`src/rtl/cpu_types_pkg.sv`:
```
// cpu_types_pkg: shared word, RAM state and arbiter state types
package cpu_types_pkg;
  typedef logic [31:0] word_t;
  typedef enum logic [1:0] {FREE, BUSY, ACCESS, ERROR} ramstate_t;
  typedef enum logic {IDLE, GRANT} arb_state_t;
endpackage

```
`src/rtl/rr_pick.sv`:
```
// rr_pick: combinational round-robin selector starting the search at ptr
module rr_pick #(
  parameter int N = 2,
  parameter int W = $clog2(N)
) (
  input  logic [N-1:0] req,
  input  logic [W-1:0] ptr,
  output logic [N-1:0] onehot,
  output logic [W-1:0] idx
);
  logic [W-1:0] j;
  always_comb begin
    onehot = '0;
    idx = '0;
    j = '0;
    for (int k = N - 1; k >= 0; k--) begin
      j = ptr + W'(k);
      if (req[j]) begin
        idx = j;
        onehot = '0;
        onehot[j] = 1'b1;
      end
    end
  end
endmodule

```
`src/rtl/mem_arbiter.sv`:
```
// mem_arbiter: shares one RAM port among CPUS cores, data before instruction, round-robin per class
module mem_arbiter import cpu_types_pkg::*; #(
  parameter int CPUS = 2
) (
  input  logic                 CLK,
  input  logic                 nRST,
  input  logic [CPUS-1:0]      iREN,
  input  word_t [CPUS-1:0]     iaddr,
  output logic [CPUS-1:0]      iwait,
  output word_t [CPUS-1:0]     iload,
  input  logic [CPUS-1:0]      dREN,
  input  logic [CPUS-1:0]      dWEN,
  input  word_t [CPUS-1:0]     daddr,
  input  word_t [CPUS-1:0]     dstore,
  output logic [CPUS-1:0]      dwait,
  output word_t [CPUS-1:0]     dload,
  output logic                 ramREN,
  output logic                 ramWEN,
  output word_t                ramaddr,
  output word_t                ramstore,
  input  word_t                ramload,
  input  ramstate_t            ramstate
);
  localparam int W = $clog2(CPUS);
  arb_state_t state_q, state_d;
  logic [W-1:0] core_q, core_d, iptr_q, iptr_d, dptr_q, dptr_d, d_idx, i_idx;
  logic data_q, data_d, gnt, live, ack;
  logic [CPUS-1:0] d_req, d_oh, i_oh;
  assign d_req = dREN | dWEN;
  rr_pick #(.N(CPUS)) u_dpick (.req(d_req), .ptr(dptr_q), .onehot(d_oh), .idx(d_idx));
  rr_pick #(.N(CPUS)) u_ipick (.req(iREN), .ptr(iptr_q), .onehot(i_oh), .idx(i_idx));
  always_comb begin
    gnt = state_q == GRANT;
    live = gnt && (data_q ? d_req[core_q] : iREN[core_q]);
    ack = live && ramstate == ACCESS;
    ramWEN = live && data_q && dWEN[core_q];
    ramREN = live && !ramWEN;
    ramaddr = !live ? '0 : data_q ? daddr[core_q] : iaddr[core_q];
    ramstore = (live && data_q) ? dstore[core_q] : '0;
    dwait = ~(CPUS'(ack && data_q) << core_q);
    iwait = ~(CPUS'(ack && !data_q) << core_q);
    iload = {CPUS{ramload}};
    dload = {CPUS{ramload}};
    state_d = state_q;
    core_d = core_q;
    data_d = data_q;
    iptr_d = (ack && !data_q) ? core_q + W'(1) : iptr_q;
    dptr_d = (ack && data_q) ? core_q + W'(1) : dptr_q;
    if (!gnt && (|d_oh || |i_oh)) begin
      state_d = GRANT;
      data_d = |d_oh;
      core_d = |d_oh ? d_idx : i_idx;
    end else if (gnt && (!live || ramstate == ACCESS || ramstate == ERROR)) begin
      state_d = IDLE;
    end
  end
  always_ff @(posedge CLK) begin
    if (!nRST) begin
      state_q <= IDLE;
      core_q <= '0;
      data_q <= 1'b0;
      iptr_q <= '0;
      dptr_q <= '0;
    end else begin
      state_q <= state_d;
      core_q <= core_d;
      data_q <= data_d;
      iptr_q <= iptr_d;
      dptr_q <= dptr_d;
    end
  end
endmodule

```
`config.mk`:
```
export PLATFORM = sky130hd
export DESIGN_NAME = mem_arbiter
export DESIGN_NICKNAME = d
export VERILOG_FILES = /design/src/rtl/cpu_types_pkg.sv /design/src/rtl/rr_pick.sv /design/src/rtl/mem_arbiter.sv
export SDC_FILE = /design/constraint.sdc
export NUM_CORES = 1
export LEC_CHECK = 0
export CORE_AREA = 2 2 167 169
export CTS_BUF_LIST = sky130_fd_sc_hd__clkbuf_8
export CTS_CLUSTER_SIZE = 14
export DETAILED_ROUTE_END_ITERATION = 8
export DIE_AREA = 0 0 169 171
export GPL_TIMING_DRIVEN = 0
export PLACE_DENSITY = 0.52
export SKIP_LAST_GASP = 1
export SLEW_MARGIN = 20
export SYNTH_ARGS = -nofsm -noshare
export SYNTH_HDL_FRONTEND = slang
export SYNTH_HIERARCHICAL = 1
export SYNTH_SLANG_ARGS = --single-unit
```
`constraint.sdc`:
```
create_clock -name CLK -period 4.7 [get_ports CLK]
set_input_delay 0.94 -clock CLK [delete_from_list [all_inputs] [get_ports CLK]]
set_output_delay 0.94 -clock CLK [all_outputs]
set_load 0.005 [all_outputs]
```
==> results_dict.tcl <==
set metrics [dict create \
    min_path_cells 2 \
    hpwl_um 16800 \
    cts_tree "yes" \
    clockBufferDepth 2 \
    cts.sinks 5 \
    grtUsageTotal_pct 11.8 \
    route.detailed.drc 0 \
    drive_gt1_share_pct 24.6 \
    diodes 0 \
    drt_iter0_markers 125 \
    synth-simple-area-share_pct 19.3 \
    yosys.area.top_type "buf_4" \
    fill_cells 2977 \
    rows 61 \
    post-cts-setup-buffer-count 0 \
    finalSetupTns_ps 0 \
    muxShareOfSynthArea_pct 28.4 \
    cts_resized 0 \
    vias_per_cell 3.73 \
    port_buffers 399 \
    relSlewSlack_pct 52.7 \
    clk_latency_ps 220 \
    path_cells "clkdlybuf4s50_1 > o21ai_1 > a211o_1 > buf_2 > nor2_1 > clkdlybuf4s50_1" \
    critPathArrivalTime_ps 3320 \
    die_h_um 171 \
    critical_path_class "input pin to output pin" \
    cap_viol_max_count 0 \
    yosys_warnings 6 \
    synth_edf_count 0 \
    synth_seq_cells 5 \
    wl_per_cell_um 16.5 \
    slew_violations 0 \
    syn-mean-instance-area_um2 8.15 \
    wirelength_um 19000 \
    vdd_ir_drop_max_v 0.0000711 \
    io_pins 432 \
    synthCells 401 \
    h-tree-depth 1 \
    yosysTopAreaCellShare_pct 31.3 \
    finalHoldViolations 0 \
    cp-end-kind "output pin" \
    syn-cell-area_um2 3270 \
    status "finished clean" \
    clock_skew_ps 1.37 \
    grt_pass1_vias 4466 \
    hold_buffers 0 \
    synthTopCellsByArea "buf_4 31%, mux2i_1 16%, mux4_2 12%" \
    setup_viol 0 \
    die_w_um 169 \
    crit_top_cell "clkdlybuf4s50_1" \
    syn2layout_area_growth_pct 137 \
    ff2ff_path_depth 5 \
    start_util_pct 12.0 \
    hp-class "register to register" \
    detailedRoute.firstPassIterationCount 4 \
    worstPathRequired_ps 3760 \
    grt_max_degree 11 \
    cp-start-kind "input pin" \
    vias 4289 \
    synth_adder_area_share_pct 0 \
    cellPowerDensity_nw_per_um2 120 \
    grt_pass1_wl_um 26000 \
    path_buf_inv 3 \
    synth_xor_xnor_area_share_pct 0 \
    synth-async-reset-ratio_pct 0 \
    cts_inserted_buffers 3 \
    tightest_slew_ps 705 \
    fin_crit_ps 4260 \
    max_stage_delay_ps 580 \
    critPathSlowestCell "o21ai_1" \
    grt_remaining_overflow 0 \
    ys_dominant_reg_cell "dfxtp_1" \
    p_leak_nw 2.90 \
    core_area_um2 27300 \
    synthDistinctLibCells 34 \
    synth-compound-area-share_pct 12.8 \
    drtAntennaViolNets 0 \
    critPathMaxFanout 10 \
    cp_top_family "buffers and inverters" \
    path_clk_slew_ps 40 \
    die-area_um2 28900 \
    nNetsFinal 1039 \
    yosysSeqAreaShare_pct 3.06 \
    synth_top_family_by_area "buffers and inverters" \
    clock-root-buffer "clkbuf_8" \
    final.period_utilization_pct 90.6 \
    final_util_pct 28.3 \
    crit_cells 6 \
    rsz0062_at_grt "false" \
    syn_nets 635 \
    antenna_found_initial 0 \
    gp_congestion 0.742 \
    fmax_mhz 235 \
]
power breakdown:
group	leakage [nW]	switching, mW	internal [mW]	total [mW]
clock	0.0269	0.0225	0.0561	0.0786
combinational	2.83	0.285	0.516	0.801
sequential	0.0412	0.00212	0.0463	0.0484
total	2.90	0.310	0.618	0.928
final timing paths:
check	startpoint	end	slack, ps
hold / removal	iptr_q	iptr_q	470
setup / recovery	dWEN[1]	ramstore[3]	440
hold reg to reg	iptr_q	iptr_q	470
setup reg to reg	data_q	data_q	3180
flip-flops by register name (all words and copies together), names as in the netlist:
name,count
data_q,1
core_q,1
dptr_q,1
gnt,1
iptr_q,1
metrics by stage:
stage	instances	power, mW	hold WS, ps	cell area (um^2)	setup WS, ps
2_1_floorplan	401	0.412	445	3270	1790
5_1_grt	1150	0.996	503	7740	268
4_1_cts	1150	0.950	471	7740	338
6_report	1150	0.928	469	7740	442
3_5_place_dp	1146	0.868	467	7690	341
3_3_place_gp	1146	0.865	459	7690	354
placed cells by master (no fill, tap or decap), types with 5 or more instances in the layout:
| master | count |
|---|---|
| o21a_1 | 15 |
| nand3_1 | 15 |
| clkdlybuf4s50_1 | 399 |
| a21oi_1 | 15 |
| dfxtp_1 | 5 |
| nor2_1 | 37 |
| mux2i_1 | 51 |
| mux4_2 | 18 |
| a211oi_1 | 15 |
| nand3b_1 | 17 |
| buf_4 | 136 |
| buf_2 | 15 |
| inv_1 | 8 |
| nor3b_2 | 17 |
| clkbuf_1 | 6 |
cell type report:
| cell class | instances | area (um^2) | share of cell area [%] |
|---|---|---|---|
| clock inverter | 1 | 3.75 | 0.0485 |
| timing repair buffer | 399 | 3990 | 51.6 |
| inverter | 8 | 30.0 | 0.388 |
| tap | 346 | 433 | 5.59 |
| buffer | 162 | 1160 | 15.0 |
| sequential | 5 | 100 | 1.29 |
| clock buffer | 3 | 41.3 | 0.534 |
| multi-input combinational | 226 | 1980 | 25.5 |
cell usage after synthesis, drive strengths merged (6+ instances only):
| library cell | n |
|---|---|
| nor2 | 37 |
| mux4 | 18 |
| o21a | 15 |
| clkbuf | 6 |
| a211oi | 16 |
| a21oi | 15 |
| nand3 | 15 |
| mux2i | 51 |
| nand3b | 17 |
| inv | 8 |
| buf | 156 |
| nor3b | 17 |
routing by layer:
metal / GRT usage [%] / up-vias / routed length, um
li1: - / 2087 / -
met4: 0.892 / 0 / 40
met3: 2.80 / 2 / 1560
met2: 23.2 / 240 / 10100
met5: 0 / - / 0
met1: 13.5 / 1960 / 7290
worst register-to-register path, stage by stage, from the launching register on:
cell and delay (ps):
dfxtp_1 290, buf_2 230, buf_2 300, buf_2 320, o21ai_0 130, a21boi_0 180
cells by family after synthesis:
logic type	after synthesis
AO/OA/AOI/OAI	59
buffers and inverters	170
flip-flops	5
multiplexers	70
AND/OR/NAND/NOR	97
Power figures use the tool's default switching activity.
